## src/rtl/dmem_pkg.sv

```systemverilog
// Shared definitions for the data-memory controller and its storage array.
package dmem_pkg;

  localparam int unsigned DMEM_DW         = 32;
  localparam int unsigned DMEM_AW         = 5;
  localparam int unsigned DMEM_STARVE_MAX = 4;

  typedef enum logic {
    ST_CLEAR = 1'b0,
    ST_SERVE = 1'b1
  } state_e;

  localparam logic REQ_C = 1'b0;
  localparam logic REQ_L = 1'b1;

endpackage

```

## src/rtl/dmem_array.sv

```systemverilog
// Single-port synchronous RAM, 2^AW x DW, registered read data, contents not reset.
module dmem_array
  import dmem_pkg::*;
#(
  parameter int unsigned DW = DMEM_DW,
  parameter int unsigned AW = DMEM_AW
) (
  input  logic          clk,
  input  logic          en,
  input  logic          we,
  input  logic [AW-1:0] addr,
  input  logic [DW-1:0] wdata,
  output logic [DW-1:0] rdata
);

  localparam int unsigned DEPTH = 2 ** AW;

  logic [DW-1:0] mem_q [DEPTH];
  logic [DW-1:0] rdata_q;

  // Read register only updates on reads, so it holds the last read word.
  always_ff @(posedge clk) begin
    if (en) begin
      if (we) begin
        mem_q[addr] <= wdata;
      end else begin
        rdata_q <= mem_q[addr];
      end
    end
  end

  assign rdata = rdata_q;

endmodule

```

## src/rtl/dmem_ctrl.sv

```systemverilog
// Arbiter and zero-fill sequencer sharing one data-memory port between the core (C)
// and the loader (L), with anti-starvation for L.
module dmem_ctrl
  import dmem_pkg::*;
#(
  parameter int unsigned DW         = DMEM_DW,
  parameter int unsigned AW         = DMEM_AW,
  parameter int unsigned STARVE_MAX = DMEM_STARVE_MAX
) (
  input  logic          clk,
  input  logic          rst,
  input  logic          clear_req,
  output logic          busy,
  input  logic          c_req,
  input  logic          c_we,
  input  logic [31:0]   c_addr,
  input  logic [DW-1:0] c_wdata,
  output logic          c_gnt,
  output logic          c_rvalid,
  output logic [DW-1:0] c_rdata,
  input  logic          l_req,
  input  logic          l_we,
  input  logic [31:0]   l_addr,
  input  logic [DW-1:0] l_wdata,
  output logic          l_gnt,
  output logic          l_rvalid,
  output logic [DW-1:0] l_rdata
);

  localparam int unsigned    SW         = $clog2(STARVE_MAX + 1);
  localparam logic [AW-1:0]  PTR_LAST   = AW'(2 ** AW - 1);
  localparam logic [SW-1:0]  STARVE_SAT = SW'(STARVE_MAX);

  state_e        state_q, state_d;
  logic [AW-1:0] ptr_q, ptr_d;
  logic [SW-1:0] starve_q, starve_d;
  logic          c_rvalid_q, c_rvalid_d;
  logic          l_rvalid_q, l_rvalid_d;
  logic [DW-1:0] c_rdata_q, c_rdata_d;
  logic [DW-1:0] l_rdata_q, l_rdata_d;

  logic          c_gnt_c, l_gnt_c;
  logic          gnt_id_c;
  logic          mem_en, mem_we;
  logic [AW-1:0] mem_addr;
  logic [DW-1:0] mem_wdata;
  logic [DW-1:0] mem_rdata;
  logic          unused_addr_hi;

  assign unused_addr_hi = ^{c_addr[31:AW], l_addr[31:AW]};

  // Arbitration: clear request blocks all grants; starved L beats C; else C before L.
  always_comb begin
    c_gnt_c = 1'b0;
    l_gnt_c = 1'b0;
    if (!rst && state_q == ST_SERVE && !clear_req) begin
      if (starve_q == STARVE_SAT && l_req) begin
        l_gnt_c = 1'b1;
      end else if (c_req) begin
        c_gnt_c = 1'b1;
      end else if (l_req) begin
        l_gnt_c = 1'b1;
      end
    end
  end

  assign gnt_id_c = l_gnt_c ? REQ_L : REQ_C;

  // Next state and RAM port steering.
  always_comb begin
    state_d   = state_q;
    ptr_d     = ptr_q;
    mem_en    = 1'b0;
    mem_we    = 1'b0;
    mem_addr  = ptr_q;
    mem_wdata = '0;
    case (state_q)
      ST_CLEAR: begin
        mem_en = 1'b1;
        mem_we = 1'b1;
        ptr_d  = ptr_q + AW'(1);
        if (ptr_q == PTR_LAST) begin
          state_d = ST_SERVE;
        end
      end
      ST_SERVE: begin
        if (clear_req) begin
          state_d = ST_CLEAR;
          ptr_d   = '0;
        end else if (c_gnt_c || l_gnt_c) begin
          mem_en    = 1'b1;
          mem_we    = (gnt_id_c == REQ_L) ? l_we : c_we;
          mem_addr  = (gnt_id_c == REQ_L) ? l_addr[AW-1:0] : c_addr[AW-1:0];
          mem_wdata = (gnt_id_c == REQ_L) ? l_wdata : c_wdata;
        end
      end
      default: begin
        state_d = ST_CLEAR;
        ptr_d   = '0;
      end
    endcase
  end

  // Starvation counter and per-requester read return.
  always_comb begin
    starve_d = starve_q;
    if (!l_req || l_gnt_c) begin
      starve_d = '0;
    end else if (starve_q != STARVE_SAT) begin
      starve_d = starve_q + SW'(1);
    end
    c_rvalid_d = c_gnt_c & ~c_we;
    l_rvalid_d = l_gnt_c & ~l_we;
    c_rdata_d  = c_rvalid_q ? mem_rdata : c_rdata_q;
    l_rdata_d  = l_rvalid_q ? mem_rdata : l_rdata_q;
  end

  always_ff @(posedge clk) begin
    if (rst) begin
      state_q    <= ST_CLEAR;
      ptr_q      <= '0;
      starve_q   <= '0;
      c_rvalid_q <= 1'b0;
      l_rvalid_q <= 1'b0;
      c_rdata_q  <= '0;
      l_rdata_q  <= '0;
    end else begin
      state_q    <= state_d;
      ptr_q      <= ptr_d;
      starve_q   <= starve_d;
      c_rvalid_q <= c_rvalid_d;
      l_rvalid_q <= l_rvalid_d;
      c_rdata_q  <= c_rdata_d;
      l_rdata_q  <= l_rdata_d;
    end
  end

  dmem_array #(
    .DW (DW),
    .AW (AW)
  ) u_array (
    .clk   (clk),
    .en    (mem_en),
    .we    (mem_we),
    .addr  (mem_addr),
    .wdata (mem_wdata),
    .rdata (mem_rdata)
  );

  // Fresh RAM data is forwarded in the rvalid cycle, then held in the rdata register.
  assign busy     = rst | (state_q == ST_CLEAR);
  assign c_gnt    = c_gnt_c;
  assign l_gnt    = l_gnt_c;
  assign c_rvalid = c_rvalid_q;
  assign l_rvalid = l_rvalid_q;
  assign c_rdata  = c_rvalid_q ? mem_rdata : c_rdata_q;
  assign l_rdata  = l_rvalid_q ? mem_rdata : l_rdata_q;

endmodule

```

## config.mk

```make
export PLATFORM = sky130hd
export DESIGN_NAME = dmem_ctrl
export DESIGN_NICKNAME = d
export VERILOG_FILES = /design/src/rtl/dmem_pkg.sv /design/src/rtl/dmem_array.sv /design/src/rtl/dmem_ctrl.sv
export SDC_FILE = /design/constraint.sdc
export NUM_CORES = 1
export LEC_CHECK = 0
export CAP_MARGIN = 20
export CORE_ASPECT_RATIO = 0.7
export CORE_MARGIN = 10
export CORE_UTILIZATION = 33
export CTS_BUF_LIST = sky130_fd_sc_hd__clkbuf_4 sky130_fd_sc_hd__clkbuf_8
export CTS_CLUSTER_DIAMETER = 50
export DETAILED_ROUTE_END_ITERATION = 16
export PLACE_DENSITY = 0.55
export SETUP_SLACK_MARGIN = 0.3
export SKIP_CTS_REPAIR_TIMING = 1
export SLEW_MARGIN = 20
export SYNTH_ARGS = -nofsm -noshare
export SYNTH_HDL_FRONTEND = slang
export SYNTH_SLANG_ARGS = --single-unit
```

## constraint.sdc

```tcl
create_clock -name clk -period 12.3 [get_ports clk]
set_clock_uncertainty 0.2 [all_clocks]
set_input_delay 1.845 -clock clk [delete_from_list [all_inputs] [get_ports clk]]
set_output_delay 1.845 -clock clk [all_outputs]
set_load 0.005 [all_outputs]
```

# After elaboration in Yosys (flattened, before gate mapping)
# Memories as Yosys holds them, arrays and structs flattened. A register that Yosys moved wholly into a read port is not among the register bits.
# Cells that the tools add are included.
[word_totals]
romBits = 0
latch_bits = 0
ff_bits = 75
ram_bits = 1024
elab_cells = 64
n_memories = 1
[op_classes]
n_eq_ne = 4
order_cmp = 0
addsub = 2
n_reduce_logical = 10
n_mul = 0
n_bitwise = 7
muxes = 33
n_shift = 0
div_mod_pow = 0
[memory_table]
columns = ["name", "words", "word_bits", "rd", "rd_ports_with_merged_regs", "wr", "line_no", "source"]
rows = [
  ["u_array.mem_q", 32, 32, 1, 1, 1, "dmem_array.sv:18", "logic [DW-1:0] mem_q [DEPTH];"],
]
[ops]
columns = ["cell", "count"]
rows = [
  ["32-bit 2-to-1 mux", 6],
  ["5-bit 2-to-1 mux", 5],
  ["1-bit 2-to-1 mux", 18],
  ["5-bit case mux with 2 select lines", 1],
  ["1-bit case mux with 2 select lines", 3],
  ["5-bit by 1-bit adder with 5-bit output, second input constant", 1],
  ["5-bit == test, second input constant", 1],
  ["1-bit NOT", 4],
  ["3-bit by 1-bit adder with 3-bit output, second input constant", 1],
  ["3-bit == test, second input constant", 1],
  ["1-bit logical AND", 3],
  ["1-bit zero test", 3],
  ["3-bit inequality test, second input constant", 1],
  ["1-bit AND", 2],
  ["1-bit logical OR", 2],
  ["2-bit inequality test, second input constant", 1],
  ["2-bit AND reduction", 1],
  ["2-bit OR reduction", 1],
  ["1-bit bitwise OR", 1],
]

# Depth between registers and ports, before layout
[logic_depth]
ltp_word = 12
depth_mapped = 12
depth_no_buf = 9

# Cells and area by module
# Synthesis repeated with hierarchy kept, for this count alone.
[unflattened]
cells_unflattened = 2527
hier_area_um2 = 43959.7
[by_module_without_submodules]
columns = ["mod", "seq_area_each_um2", "area_each_um2", "cells_per_inst", "instances"]
rows = [
  ["dmem_array", 31710.4, 40063.4, 2110, 1],
  ["dmem_ctrl", 1501.4, 3896.2, 417, 1],
]

# Least setup slack after synthesis
# Ideal clock, no wire load.
[synth_timing]
kind = "input -> register"
start = "input port clear_req"
end = "memory u_array.mem_q[20][0] (netlist bit) (enable)"
slack_ps = 6686
n_path_buf = 3
cell_stages = 9
t_arrival_ps = 4993
required_ps = 11679
cell_sequence = "buf_2 -> nor4bb_1 -> buf_2 -> nand2_1 -> mux2i_1 -> o31ai_1 -> or3b_1 -> clkbuf_1 -> nor2_1"
[synth_via]
elab_chain_cells = 11
elab_cells_between_ends = 20
[synth_lines]
columns = ["element", "line_no", "source"]
rows = [
  ["from (decl)", "dmem_ctrl.sv:12", "input logic clear_req,"],
  ["1-bit zero test", "dmem_ctrl.sv:56", "if (!rst && state_q == ST_SERVE && !clear_req) begin"],
  ["1-bit logical AND", "dmem_ctrl.sv:56", ""],
  ["1-bit 2-to-1 mux", "dmem_ctrl.sv:56", ""],
  ["1-bit 2-to-1 mux", "dmem_ctrl.sv:67", "assign gnt_id_c = l_gnt_c ? REQ_L : REQ_C;"],
  ["1-bit 2-to-1 mux", "dmem_ctrl.sv:92", "mem_we = (gnt_id_c == REQ_L) ? l_we : c_we;"],
  ["1-bit 2-to-1 mux", "dmem_ctrl.sv:90", "end else if (c_gnt_c || l_gnt_c) begin"],
  ["1-bit 2-to-1 mux", "dmem_ctrl.sv:87", "if (clear_req) begin"],
  ["1-bit case mux with 2 select lines", "dmem_ctrl.sv:77", "case (state_q)"],
  ["1-bit 2-to-1 mux", "dmem_array.sv:24", "if (we) begin"],
  ["1-bit 2-to-1 mux", "dmem_array.sv:23", "if (en) begin"],
  ["1-bit 2-to-1 mux (implied by the code)", "dmem_array.sv:25", "mem_q[addr] <= wdata;"],
  ["to (decl)", "dmem_array.sv:18", ""],
]
# Parallel ways exist; a longest one is shown, timed or not.

# Worst setup path after layout
[layout_timing]
start = "input port clear_req"
end = "register u_array.rdata_q[10], in the netlist u_array.rdata[10], read port of u_array.mem_q, data pin"
[layout_via]
elab_chain_cells = 10
elab_cells_between_ends = 19
[layout_lines]
columns = ["element", "line_no", "source"]
rows = [
  ["1-bit zero test", "dmem_ctrl.sv:56", ""],
  ["1-bit logical AND", "dmem_ctrl.sv:56", ""],
  ["1-bit 2-to-1 mux", "dmem_ctrl.sv:56", ""],
  ["1-bit 2-to-1 mux", "dmem_ctrl.sv:67", ""],
  ["1-bit 2-to-1 mux", "dmem_ctrl.sv:92", ""],
  ["1-bit 2-to-1 mux", "dmem_ctrl.sv:90", ""],
  ["1-bit 2-to-1 mux", "dmem_ctrl.sv:87", ""],
  ["1-bit case mux with 2 select lines", "dmem_ctrl.sv:77", ""],
  ["1-bit NOT (no line)", "-", ""],
  ["2-bit AND reduction (no line)", "-", ""],
  ["to (decl)", "dmem_array.sv:19", "logic [DW-1:0] rdata_q;"],
]
# Parallel ways exist; a longest one is shown, timed or not.
# A chain may end at the register's enable or synchronous reset.

==> out/results.ini <==
[final_layout]
drive_gt1_share_pct=16.8
final_cells=4657
fin_nets=2912
area_growth_pct=17.1

[timing]
final_hold_viol_count=0
rsz0062_at_grt=no
hold_ws_ns=0.312
tns_ns=0
maxSlewViolCount=0
worstMarginPinSlew_ns=1.24
relSlewSlack_pct=17.4
finalCritPeriodShare_pct=56.0
finalSetupViolations=0
max_freq_ghz=0.145
period_needed_ns=6.89

[floorplanning]
die_y_um=324
dieWidth_um=454
start_util_pct=33.2
num_io_pins=204
die_area_um2=147000
core.rowCount=111
core_area_um2=131000

[detailed_routing]
vias=24257
routedWlPerCell_um=26.2
drt_iter0_drc=2623
dr.pass1.iters=5
vias_per_cell=5.21
drcViolationCount=0
wl_mm=122
ant_nets=0

[place]
numPortBuffers=149
place_hpwl_mm=69.1
place_inst=4352
place.gp.congestion=0.804

[pwr]
p_int_uw=5870
vdd.ir_drop.worst_uv=75.3
seqPwrFrac_pct=55.7
p_leak_uw=0.0156
p_switching_uw=1690
power_density_nw_per_um2=148
clock_power_share_pct=39.4
switching_share_pct=22.3
comb_power_share_pct=4.9
power_uw=7550

[cts]
worstSkewPairLatency_ns=0.86
cts.sinks=1131
numCtsBuffers=170
clockRootBuffer=clkbuf_8
htreeDepth=4
cts.path.max_buffers=3
cts.clk_slew.worst_paths_ns=0.07
cts_tree=built

[run_status]
status=complete, no violations

[synth]
yosys_warnings=0
syn_inst=2508
ys_types=39
syn_area_um2=43500
async_flop_share_pct=0
synth-seq-cells=1131
synth_flop_cell=edfxtp_1
yosysSeqAreaShare_pct=76.4
synth_edf_count=1056
syn_nets=2647
postSynthAreaPerCell_um2=17.3

[setup_path]
worstSetupPathType=in2reg
startpoint=clear_req
ff2ff_setup_slack_ns=6.40
r2r-end=u_array.rdata[10]$_DFFE_PP_
crit_path_end_kind=register
endpoint=u_array.rdata[10]$_DFFE_PP_
path_cells=clkdlybuf4s50_1 -> nor4bb_1 -> nand3_1 -> a31oi_4 -> buf_4 -> buf_12 -> mux2i_1 -> o22ai_1 -> nor4_1 -> nand2_1
cp_max_fo=136
reg2reg_depth=9
timing.rr.start=state_q$_SDFF_PP0_
cp-start-kind=input pin
cp_slowest_cell=nor4bb_1
cpPeakStageDelay_ns=0.84
crit_required_ns=12.56
arrival_ns=7.15

[worst_hold_path]
min_path_type=reg2reg

[global_routing]
grt_pass1_wl_mm=170
grt_max_degree=137
grt.total_usage_pct=16.1
grt.overflow.total=0
grt_pass1_vias=23753
antenna_found_initial=5

[flow_run]
drv_cap=0

[flip-flops by register name, summed over array words and instances, names as in the netlist]
register       flops
u_array.mem_q   1024
c_rdata_q         32
l_rdata_q         32
u_array.rdata     32
ptr_q              5
starve_q           3
c_rvalid           1
l_rvalid           1
state_q            1
[final cells by class]
| cell class | count | area, um^2 |
|---|---|---|
| Multi-Input combinational cell | 1232 | 10100 |
| Fill cell | 11798 | 80000 |
| Antenna cell | 2 | 5.00 |
| Clock buffer | 233 | 2850 |
| Tap cell | 1751 | 2190 |
| Clock inverter | 70 | 407 |
| Inverter | 3 | 11.3 |
| Timing Repair Buffer | 235 | 2160 |
| Sequential cell | 1131 | 33200 |
[power by group through the flow]
stage	sequential (uW)	combinational, uW	clock (uW)
2_1_floorplan	4290	204	0
3_3_place_gp	4290	361	0
3_5_place_dp	4290	366	0
4_1_cts	4210	367	3040
5_1_grt	4210	390	3220
6_report	4210	372	2970
[kinds of logic (layout without fill, tap and decap cells)]
logic type,count (synthesis),after routing,share of synthesized area [%]
AND/OR/NAND/NOR,330,330,3.91
AO/OA/AOI/OAI,319,319,4.52
flip-flops,1131,1131,76.4
adder cells (fa/ha/maj),4,4,0.115
buffers and inverters,145,541,1.59
XOR/XNOR,2,2,0.0403
multiplexers,577,577,13.5
other,0,2,0
[worst max-delay path: cells and delay by family]
family                 cells  cell delay (ns)
buffers and inverters      3             1.95
and+or+nand+nor            4             2.14
muxes                      1             0.30
AOI/OAI and AO/OA          2             0.46
[cells in the mapped netlist, types with 2 or more instances]
master	instances	area share [%]
a21oi_1	43	0.49
a31o_2	4	0.081
a31oi_1	4	0.058
a31oi_2	2	0.058
buf_1	14	0.12
buf_2	66	0.76
buf_4	13	0.22
buf_6	2	0.052
clkbuf_1	47	0.41
dfxtp_1	75	3.5
edfxtp_1	1056	73
ha_1	4	0.12
inv_1	3	0.026
mux2_2	64	1.7
mux2i_1	513	12
nand2_1	111	0.96
nand2b_1	6	0.086
nand3_1	9	0.10
nand3b_1	4	0.069
nand4_1	14	0.20
nand4_2	2	0.058
nor2_1	46	0.40
nor2b_1	66	0.95
nor4_1	64	0.92
o21ai_0	6	0.069
o22ai_1	256	3.7
xnor2_1	2	0.040
[per-stage QoR]
| step | cell area [um^2] | setup slack (ns) | util (%) |
|---|---|---|---|
| 2_1_floorplan | 43500 | 6.69 | - |
| 3_3_place_gp | 47500 | 4.78 | 36.3 |
| 3_5_place_dp | 47600 | 4.66 | 36.3 |
| 4_1_cts | 50800 | 5.57 | 38.8 |
| 5_1_grt | 50900 | 5.18 | 38.9 |
| 6_report | 50900 | 5.41 | 38.9 |
[worst min-delay path by stage]
stage,startpoint,cells after the start,endpoint
4_1_cts,starve_q[1]$_SDFFE_PP0P_,2,starve_q[1]$_SDFFE_PP0P_
2_1_floorplan,ptr_q[3]$_SDFFE_PP0P_,2,ptr_q[3]$_SDFFE_PP0P_
3_5_place_dp,starve_q[1]$_SDFFE_PP0P_,2,starve_q[1]$_SDFFE_PP0P_
3_3_place_gp,ptr_q[3]$_SDFFE_PP0P_,2,ptr_q[3]$_SDFFE_PP0P_
5_1_grt,starve_q[1]$_SDFFE_PP0P_,2,starve_q[1]$_SDFFE_PP0P_
6_report,starve_q[1]$_SDFFE_PP0P_,2,starve_q[1]$_SDFFE_PP0P_
[routing by layer]
metal	share of wire (%)	routed length [um]	up-vias	track usage, %
li1	-	-	10527	-
met1	47	56900	12501	23.9
met2	42	51100	1062	22.8
met3	9.5	11600	163	4.43
met4	1.8	2200	4	4.44
met5	0.060	73	-	0.299
[cells in the final DEF, fill, tap and decap left out, types with 3 or more instances in the layout]
| cell type | instances |
|---|---|
| a21oi_1 | 11 |
| a21oi_2 | 17 |
| a21oi_4 | 15 |
| a31o_2 | 4 |
| a31oi_1 | 3 |
| buf_4 | 83 |
| clkbuf_4 | 57 |
| clkbuf_8 | 176 |
| clkdlybuf4s50_1 | 148 |
| clkinv_1 | 46 |
| clkinv_2 | 10 |
| clkinvlp_4 | 5 |
| dfxtp_1 | 74 |
| edfxtp_1 | 1056 |
| ha_1 | 4 |
| inv_1 | 3 |
| mux2_2 | 64 |
| mux2i_1 | 513 |
| nand2_1 | 109 |
| nand2b_1 | 6 |
| nand3_1 | 9 |
| nand3b_1 | 4 |
| nand4_1 | 14 |
| nor2_1 | 13 |
| nor2_4 | 33 |
| nor2b_1 | 66 |
| nor4_1 | 64 |
| o21ai_0 | 6 |
| o22ai_1 | 256 |
No activity file was read; power rests on OpenSTA's default activity.
